`src/rtl/mux_pkg.sv`:
```
// Shared constants and helpers for the round-robin / select-driven stream mux.
package mux_pkg;

  localparam int MODE_SEL = 0;
  localparam int MODE_RR  = 1;

  // Channel-index width: ceil(log2(n)), but never below one bit.
  function automatic int chan_w(input int n);
    return (n > 2) ? $clog2(n) : 1;
  endfunction

endpackage

```
`src/rtl/mux_rr_stream_rr_arbiter.sv`:
```
// Round-robin arbiter: grants the first requester found after ptr, wrapping at N.
module rr_arbiter
  import mux_pkg::*;
#(
  parameter int N = 4,
  localparam int CW = chan_w(N)
) (
  input  logic [N-1:0]  req,
  input  logic [CW-1:0] ptr,
  output logic [N-1:0]  gnt,
  output logic [CW-1:0] gnt_idx
);

  // Scan from farthest to nearest so the channel right after ptr is written
  // last and therefore wins.
  always_comb begin
    // NOTE: every output gets a default before the loop so no path through
    // this block leaves a signal unassigned, which would infer a latch.
    gnt     = '0;
    gnt_idx = '0;
    for (int off = N; off >= 1; off--) begin
      if (req[(int'(ptr) + off) % N]) begin
        gnt                           = '0;
        gnt[(int'(ptr) + off) % N]    = 1'b1;
        gnt_idx                       = CW'((int'(ptr) + off) % N);
      end
    end
  end

endmodule

```
`src/rtl/mux_rr_stream.sv`:
```
// N-to-1 stream mux with a single registered output stage; channel choice is
// either select-driven or round-robin.
module mux_rr_stream
  import mux_pkg::*;
#(
  parameter int WIDTH = 8,
  parameter int N     = 4,
  parameter int MODE  = MODE_RR,
  localparam int CW   = chan_w(N)
) (
  input  logic               clk,
  input  logic               rst_n,
  input  logic [N-1:0]       in_valid,
  input  logic [N*WIDTH-1:0] in_data,
  output logic [N-1:0]       in_ready,
  input  logic [CW-1:0]      sel,
  output logic               out_valid,
  output logic [WIDTH-1:0]   out_data,
  output logic [CW-1:0]      out_chan,
  input  logic               out_ready
);

  logic [N-1:0]     rr_gnt;
  logic [CW-1:0]    rr_idx;
  logic [N-1:0]     gnt;
  logic [CW-1:0]    gnt_idx;
  logic             accept;
  logic             load;

  logic             out_valid_d, out_valid_q;
  logic [WIDTH-1:0] out_data_d,  out_data_q;
  logic [CW-1:0]    out_chan_d,  out_chan_q;
  logic [CW-1:0]    ptr_d,       ptr_q;

  rr_arbiter #(.N(N)) u_arb (
    .req     (in_valid),
    .ptr     (ptr_q),
    .gnt     (rr_gnt),
    .gnt_idx (rr_idx)
  );

  always_comb begin
    gnt     = '0;
    gnt_idx = '0;
    if (MODE == MODE_SEL) begin
      // An out-of-range select simply grants nobody.
      if (int'(sel) < N && in_valid[sel]) begin
        gnt[sel] = 1'b1;
        gnt_idx  = sel;
      end
    end else begin
      gnt     = rr_gnt;
      gnt_idx = rr_idx;
    end
  end

  // The output slot is free when empty or when its word leaves this cycle.
  assign accept   = !out_valid_q || out_ready;
  assign load     = accept && (|gnt);
  assign in_ready = rst_n ? (gnt & {N{accept}}) : '0;

  always_comb begin
    out_valid_d = out_valid_q;
    out_data_d  = out_data_q;
    out_chan_d  = out_chan_q;
    ptr_d       = ptr_q;
    if (load) begin
      out_valid_d = 1'b1;
      out_data_d  = in_data[int'(gnt_idx)*WIDTH +: WIDTH];
      out_chan_d  = gnt_idx;
      ptr_d       = gnt_idx;
    end else if (out_ready) begin
      out_valid_d = 1'b0;
    end
  end

  // ptr resets to N-1 so the first round-robin search starts at channel 0.
  always_ff @(posedge clk or negedge rst_n) begin
    // NOTE: state flops use non-blocking assignments so every register
    // samples pre-edge values regardless of block evaluation order.
    if (!rst_n) begin
      out_valid_q <= 1'b0;
      out_data_q  <= '0;
      out_chan_q  <= '0;
      ptr_q       <= CW'(N - 1);
    end else begin
      out_valid_q <= out_valid_d;
      out_data_q  <= out_data_d;
      out_chan_q  <= out_chan_d;
      ptr_q       <= ptr_d;
    end
  end

  assign out_valid = out_valid_q;
  assign out_data  = out_data_q;
  assign out_chan  = out_chan_q;

endmodule

```
`config.mk`:
```
export PLATFORM = sky130hd
export DESIGN_NAME = mux_rr_stream
export DESIGN_NICKNAME = d
export VERILOG_FILES = /design/src/rtl/mux_pkg.sv /design/src/rtl/mux_rr_stream_rr_arbiter.sv /design/src/rtl/mux_rr_stream.sv
export SDC_FILE = /design/constraint.sdc
export NUM_CORES = 1
export LEC_CHECK = 0
export CELL_PAD_IN_SITES_DETAIL_PLACEMENT = 1
export CELL_PAD_IN_SITES_GLOBAL_PLACEMENT = 2
export CORE_UTILIZATION = 29
export DETAILED_ROUTE_END_ITERATION = 10
export GPL_TIMING_DRIVEN = 0
export PLACE_DENSITY = 0.95
export SETUP_SLACK_MARGIN = 0.1
export SLEW_MARGIN = 20
export SYNTH_ARGS = -nofsm -noshare
export SYNTH_HDL_FRONTEND = slang
export SYNTH_SLANG_ARGS = --single-unit
```
`constraint.sdc`:
```
create_clock -name clk -period 7.1 [get_ports clk]
set_input_delay 0.71 -clock clk [delete_from_list [all_inputs] [get_ports clk]]
set_output_delay 0.71 -clock clk [all_outputs]
set_load 0.01 [all_outputs]
```
# Word level (Yosys, flattened, before mapping)
# Index checks and enable logic that the tools add are counted.
# totals
ff_bits,13
latch_bits,0
ramBits,0
rom_bits,0
input_bits,41
out_inout_bits,15
n_memories,0
# op_classes
n_addsub,4
mul,0
div_mod_pow,0
magnitude_cmp,8
eq_ne,0
shift,1
n_mux,31
bitwise_logic,5
reduce_logical,13
# op_table
op,count
indexed part select 32 x 6 -> 8 bit,1
2-to-1 mux 4 bit,5
< comparator 3 x 4 -> 1 bit (second input constant),4
2-to-1 mux 1 bit,14
greater-or-equal comparator 3 x 1 -> 1 bit (second input constant),4
binary-select mux 1 bit (select 2 bit),4
demux 1 bit (select 2 bit),4
2-to-1 mux 2 bit,4
OR reduction 2 bit,4
logical AND 1 bit,5
adder 2 x 1 -> 2 bit (second input constant),2
adder 2 bit (second input constant),2
bitwise AND 1 bit (first input constant),4
bitwise AND 4 bit,1
OR reduction 4 bit,1
nonzero test 2 bit,1
zero test 1 bit,1
logical OR 1 bit,1

# Depth between registers and ports, before layout
# logic_depth
depth_word,14
ltp_mapped,11
mapped_depth_nobuf,8

# By module
# Synthesis repeated with hierarchy kept, for this count alone.
# hier_totals
hier_cells,94
hier_area_um2,1178.6
# by_module_without_submodules
module,n_inst,cells_per_inst,area_each_um2
mux_rr_stream,1,45,765.7
rr_arbiter,1,49,412.9

# Worst setup path before layout
# OpenSTA, ideal clock, no wires.
# synth_path
path_kind,register to register
start,register ptr_q[1]
end,"register out_chan_q[1], in the netlist out_chan[1]"
setup_ns,0.125
arrival_time_ns,3.328
required_ns,6.975
slack_ns,3.647
stages_incl_launch_ff,12
path_buffers,3
period_less_slack_ns,3.453
path_cell_list,dfstp_2 buf_1 inv_1 ha_1 buf_6 mux4_2 a221o_1 a221oi_1 o221ai_2 o21ai_2 buf_6 mux2_4
# synth_via
elab_chain_cells,13
# synth_rtl
element,line,text
"start, declared",mux_rr_stream.sv:33,"logic [CW-1:0] ptr_d, ptr_q;"
"start signal, assigned",mux_rr_stream.sv:85,ptr_q <= CW'(N - 1);
"start signal, assigned",mux_rr_stream.sv:90,ptr_q <= ptr_d;
adder 2 x 1 -> 2 bit,"mux_rr_stream_rr_arbiter.sv:22, mux_rr_stream_rr_arbiter.sv:24, mux_rr_stream_rr_arbiter.sv:25",
OR reduction 2 bit (no source line),-,
bitwise AND 1 bit (no source line),-,
< comparator 3 x 4 -> 1 bit (not written as such) or greater-or-equal comparator 3 x 1 -> 1 bit (tied branches),mux_rr_stream_rr_arbiter.sv:24,gnt[(int'(ptr) + off) % N] = 1'b1;
logical AND 1 bit (not written as such),mux_rr_stream_rr_arbiter.sv:24,
2-to-1 mux 1 bit (not written as such),mux_rr_stream_rr_arbiter.sv:24,
demux 1 bit (select 2 bit),-,
2-to-1 mux 4 bit (4 in a row),mux_rr_stream_rr_arbiter.sv:22,if (req[(int'(ptr) + off) % N]) begin
OR reduction 4 bit,mux_rr_stream.sv:59,assign load = accept && (|gnt);
logical AND 1 bit,mux_rr_stream.sv:59,
"end signal, assigned",mux_rr_stream.sv:89,out_chan_q <= out_chan_d;
"end, declared",mux_rr_stream.sv:32,"logic [CW-1:0] out_chan_d, out_chan_q;"
# Several ways; a longest one is shown, not always the timed one. The select of a mux whose other input is x is not followed.
# A chain may end at the register's enable or synchronous reset.

# Final worst setup path
# layout_path
start,register ptr_q[1]
end,output port in_ready[2]
# layout_via
elab_chain_cells,13
# layout_rtl
element,line,text
adder 2 x 1 -> 2 bit,"mux_rr_stream_rr_arbiter.sv:22, mux_rr_stream_rr_arbiter.sv:24",
OR reduction 2 bit (no source line),-,
bitwise AND 1 bit (no source line),-,
< comparator 3 x 4 -> 1 bit (not written as such) or greater-or-equal comparator 3 x 1 -> 1 bit (tied branches),mux_rr_stream_rr_arbiter.sv:24,
logical AND 1 bit (not written as such),mux_rr_stream_rr_arbiter.sv:24,
2-to-1 mux 1 bit (not written as such),mux_rr_stream_rr_arbiter.sv:24,
demux 1 bit (select 2 bit),-,
2-to-1 mux 4 bit (3 in a row),mux_rr_stream_rr_arbiter.sv:22,
2-to-1 mux 4 bit (*),mux_rr_stream_rr_arbiter.sv:22,
bitwise AND 4 bit (*),mux_rr_stream.sv:60,assign in_ready = rst_n ? (gnt & {N{accept}}) : '0;
2-to-1 mux 4 bit (*),mux_rr_stream.sv:60,
"end, declared",mux_rr_stream.sv:15,"output logic [N-1:0] in_ready,"
# Mark *: on every way between the ends. The rest lies on a longest branch, timed or not. The select of a mux whose other input is x is not followed.

==> qor.yml <==
run_status:
  status: "complete, no violations"
sta:
  rsz0062_at_grt: "false"
  worst_slew_pin_slew_ps: 601.0
  final_hold_viol_count: 0
  slew_viol_final: 0
  finalCritPeriodShare_pct: 62.79
  slew_headroom_pct: 59.81
  fin_setup_tns_ps: 0
  final-setup-viol-count: 0
  setup_ws_ps: 2642
  holdWs_ps: 510.7
  skew_ps: 1.342
  fmax_ghz: 0.2243
  period_minus_slack_ps: 4458
floorplanning:
  start_util_pct: 30.81
  die_area_sq_um: 5443
  die_height_microns: 73.78
  core_sq_um: 4848
  die_x_microns: 73.78
  ios: 56
  rows: 25
logic_synthesis:
  synth_fa_ha_area_share_pct: 5.863
  syn_area_per_cell_sq_um: 10.45
  ys_seq_area_share_pct: 21.94
  synth_xor_area_share_pct: 0.5863
  synth_seq_cells: 13
  synth_top_family_by_area: "multiplexers"
  synth_simple_gate_area_share_pct: 11.47
  synth_cell_type_count: 43
  synth_top_area_share_pct: 20.10
  synth_compound_area_share_pct: 14.49
  synth.mux.area_fraction_pct: 39.95
  syn_nets: 191
  syn_inst: 143
  yosysWarnings: 0
  yosys-top-cells-area: "mux2i_1, dfrtp_1, mux2_4"
  yosysTopAreaCell: "mux2i_1"
  synthesis.area_sq_um: 1494
finish:
  syn_to_final_growth_pct: 43.47
  layout.cells.non_filler: 266
  antenna_cells: 0
  layout_common_cells: "clkdlybuf4s50_1, mux2i_1, dfrtp_1, mux2_4, nor2_1"
  nets: 248
  post-route-util_pct: 44.21
  drive_gt1_share_pct: 19.10
  final_common_cell: "clkdlybuf4s50_1"
power:
  cellPowerDensity_nw_per_um2: 488.1
  peakVddDrop_mv: 0.1720
  power.leakage_nw: 0.9194
detailed_routing:
  routedWlPerCell_microns: 15.58
  detail-route-antenna-nets: 0
  routed_wl_mm: 4.143
  drc_errors: 0
  drt_pass1_iterations: 4
  drt-initial-drc-count: 40
  vias: 1344
  vias_per_cell: 5.053
placed_design:
  portBuffers: 52
  place_congestion: 0.8033
  place_ws_ps: 2906
  dp_hpwl_mm: 3.324
  placed_cells: 262
clock_network:
  cts_tree: "done"
  clkTransAtPathRegs_ps: 50
  h-tree-depth: 1
  numCtsBuffers: 3
  cts_sinks: 13
  cts_hold_buf: 0
  post_cts_resized: 0
  clockRootBuffer: "clkbuf_8"
  clk_latency_ps: 240
  cts_setup_buffers: 0
  cts_buffer_depth: 2
job:
  cap_violations: 0
critical_path:
  worstPathMaxFanout: 10
  worstSetupStartpointType: "flip-flop"
  crit_type: "flip-flop to primary output"
  crit_chain: "buf_1 -> inv_1 -> ha_1 -> buf_6 -> mux4_2 -> a221o_1 -> a221oi_1 -> nor3_1 -> clkdlybuf4s50_1"
  cp-end-kind: "primary output"
  slowest_stage: "dfstp_2"
  slowest_delay_ps: 600
  rr_worst_depth: 11
  cp_data_arrival_time_ps: 3750
  cp_data_required_time_ps: 6390
hold_path:
  min_path_type: "flip-flop to flip-flop"
  hold_depth: 1
global_routing:
  overflow: 0
  grt_pass1_vias: 1415
  grt_pass1_wl_mm: 6.879
  groute.usage.overall_pct: 16.89
  antenna_found_initial: 0
  grt_max_degree: 15
Yosys cell counts, drive strengths merged:
library cell,n
mux2i,30
mux2,15
dfrtp,11
nor2,8
ha,7
nand2,7
buf,6
clkbuf,6
nand2b,6
mux4,4
nor2b,4
o21ai,4
o22ai,4
a221o,3
a221oi,3
and2,3
nor3,3
dfstp,2
inv,2
o221ai,2
a211oi,1
a21o,1
a21oi,1
a311oi,1
a32oi,1
clkinv,1
nor3b,1
o211a,1
o21a,1
o22a,1
o32a,1
or2,1
xnor2,1
stage by stage:
step / power, mW / area [sq um]
2_1_floorplan: 0.7556 / 1494
3_3_place_gp: 0.9597 / 2098
3_5_place_dp: 0.9882 / 2098
4_1_cts: 1.060 / 2143
5_1_grt: 1.130 / 2143
6_report: 1.046 / 2143
kinds of logic after synthesis:
family | Yosys count
mux | 49
fa+ha+maj | 7
flops | 13
buf+inv | 15
xor+xnor | 1
compound gates | 25
simple gates | 33
final timing paths:
check	to	from	slack [ps]
worst max-delay path	in_ready[2]	ptr_q[1]	2640
worst min-delay path	out_data[5]	out_data[5]	510
worst max register to register	out_data[0]	ptr_q[1]	3160
worst min register to register	out_data[5]	out_data[5]	510
max in group asynchronous	out_data[1]	rst_n	5860
min in group asynchronous	out_data[6]	rst_n	850
critical path: cells and delay by family, from the launching register on:
family	cells	cell delay, ps
fa+ha+maj	1	340
compound gates	2	660
mux	1	580
buf+inv	4	1230
simple gates	1	90
flops	1	600
layer usage:
metal  up-vias  track usage (%)  part of all wire (%)
met3         4            3.155                   4.1
met5         -                0                     0
li1        646                -                     -
met1       656            20.79                    43
met4         0            5.128                  0.99
met2        38            29.66                    52
power by group:
group | switching [mW] | internal (mW)
registers | 0.0325 | 0.120
logic | 0.393 | 0.435
clock network | 0.0263 | 0.0397
registers in the layout, indices dropped and copies added, names as in the netlist:
name,count
out_data,8
out_chan,2
ptr_q,2
out_valid,1
layout make-up:
class / instances / area [sq um]
Multi-Input combinational cell: 115 / 1081
Fill cell: 558 / 2705
Inverter: 3 / 11.26
Clock buffer: 4 / 45.04
Sequential cell: 13 / 327.8
Buffer: 12 / 73.82
Tap cell: 67 / 83.83
Timing Repair Buffer: 52 / 520.5
Power figures use the tool's default switching activity.
==> patch (same settings) <==
`N` is set to 4 in 2 places; all go to 5.
--- a/src/rtl/mux_rr_stream_rr_arbiter.sv
+++ b/src/rtl/mux_rr_stream_rr_arbiter.sv
@@ -3,5 +3,5 @@
   import mux_pkg::*;
 #(
-  parameter int N = 4,
+  parameter int N = 5,
   localparam int CW = chan_w(N)
 ) (
--- a/src/rtl/mux_rr_stream.sv
+++ b/src/rtl/mux_rr_stream.sv
@@ -5,5 +5,5 @@
 #(
   parameter int WIDTH = 8,
-  parameter int N     = 4,
+  parameter int N     = 5,
   parameter int MODE  = MODE_RR,
   localparam int CW   = chan_w(N)
Ports: changed (5 resized); port bits go from 56 to 68. The function was not compared with the original's and may differ.
==> patch against the unedited design <==
The flow now finishes with violations (DRC). Register-to-register slack got worse by 2.5 ns. Count of clock-buffer cells in the layout unchanged. Wire length rose to 4.6 times the old value. Worst setup slack worse by 2.3 ns. Area after synthesis grew to 2.9 times the old value. Sequential cell count unchanged. Cell area increased to 2.6 times the old value. Critical path type unchanged. Critical endpoint unchanged. Highest routed layer unchanged.
Power is left out: the tool's default activity adds up to more than one toggle a clock period on the data nets, which glitch-free logic cannot reach.
==> patch: results (changes against the unedited design) <==
Outcome
  • Status: finished with violations
  • Failing checks: DRC

Global route
  • First-pass GRT wire length: 29730 µm (+330%)
  • GRT Util Overall: 23.62% (+6.7 points)
  • Vias in the first global route: 5353 (+280%)

Final layout
  • Share of layout cells above drive strength 1: 15.46% (-3.6 points)
  • Nets@finish: 763 (+210%)
  • Fillers: 1798 (+220%)

Logic synthesis
  • Xor-xnor portion of the synthesized cell area: 2.541% (+2.0 points)
  • Unique masters post-synth: 92 (+110%)
  • Syn nets: 681 (+260%)
  • Synth cell count leaders: nand2_1 (44), nor2_1 (44), a21oi_1 (36)
  • Synth Area in Adders: 9.138% (+3.3 points)
  • Complex-gate fraction of the synthesized area: 39.12% (+25 points)
  • Sequential area share after synthesis: 7.453% (-14 points)
  • Mux contribution to synthesized area: 9.338% (-31 points)
  • Synth top area cells: ha_1 (9.1%), dfrtp_1 (6.9%), mux2i_1 (5.5%), a21oi_1 (4.1%), nand2_1 (3.8%)

Drt
  • Iter 0 DRT Violations: 407 (+920%)
  • Initial DRT Pass Iterations: 8 (+4)
  • Wirelength, routed: 18990 µm (+360%)
  • Via-to-Cell Ratio: 6.138 (+21%)
  • DRC: 2 (+2)

Clock network
  • CTS root buf: clkbuf_16

Placement
  • PortBufs: 63 (+21%)
  • Placer Congestion: 0.9366 (+17%)
  • Hpwl dp: 14550 µm (+340%)

STA
  • Min Hold Slack: 0.4910 ns (-0.01971 ns)
  • Worst clock skew: 0.003850 ns (+0.002508 ns)
  • Worst slew pin tran: 0.6854 ns (+0.08443 ns)

Setup path
  • Crit-path max FO: 13 (+3)
  • Crit path launch: out_chan[0]
  • Reg2reg setup slack: 0.67 ns (-2.49 ns)
  • CP max stage delay: 0.57 ns (-0.03 ns)

Hold path
  • Hold Path Sink: out_data[0]
[patch: cells by family (layout without fill, tap and decap cells)]
group,count (synthesis),in the layout
DFF,13,13
adders and majority gates,32,32
AOI/OAI and AO/OA,224,224
muxes,38,38
buffers and inverters,73,154
and+or+nand+nor,207,207
xor gates and xnor gates,11,11
[patch: metrics by stage]
step | cell area (µm²) | instances | util, % | setup WS, ns | TNS (ns)
final | 5547 | 863 | 37.88 | 0.3359 | 0
after detailed placement | 5243 | 845 | 35.80 | -1.091 | -11.11
after global routing | 5547 | 863 | 37.88 | 0.07830 | 0
after floorplan | 4382 | 598 | - | 1.141 | 0
after global placement | 5243 | 845 | 35.80 | -0.9452 | -8.864
after CTS | 5395 | 852 | 36.84 | -0.01101 | -0.01101
[patch: area by class of cell]
cell class                 instances  area share, %
timing repair buffer              77          13.31
inverter                          37          2.730
tap                              184          4.151
sequential                        13          5.933
clock buffer                       4          1.421
multi-input combinational        512          68.53
buffer                            36          3.925
[patch: repair_timing]
| action | CTS | global route |
|---|---|---|
| pin swaps | 1 | 3 |
| cloned | 0 | 0 |
| gates resized for setup | 15 | 21 |
| endpoints found under the setup margin | 18 | 12 |
| setup buffers | 3 | 11 |
[patch: routing by layer]
layer  up-vias  global-route usage [%]  routed length (µm)
li1       2467                       -                   -
met1      2646                   31.73                8612
met2       161                   41.77                9326
met3        23                   1.289                 769
met4         0                   4.735                 277
met5         -                       0                   0
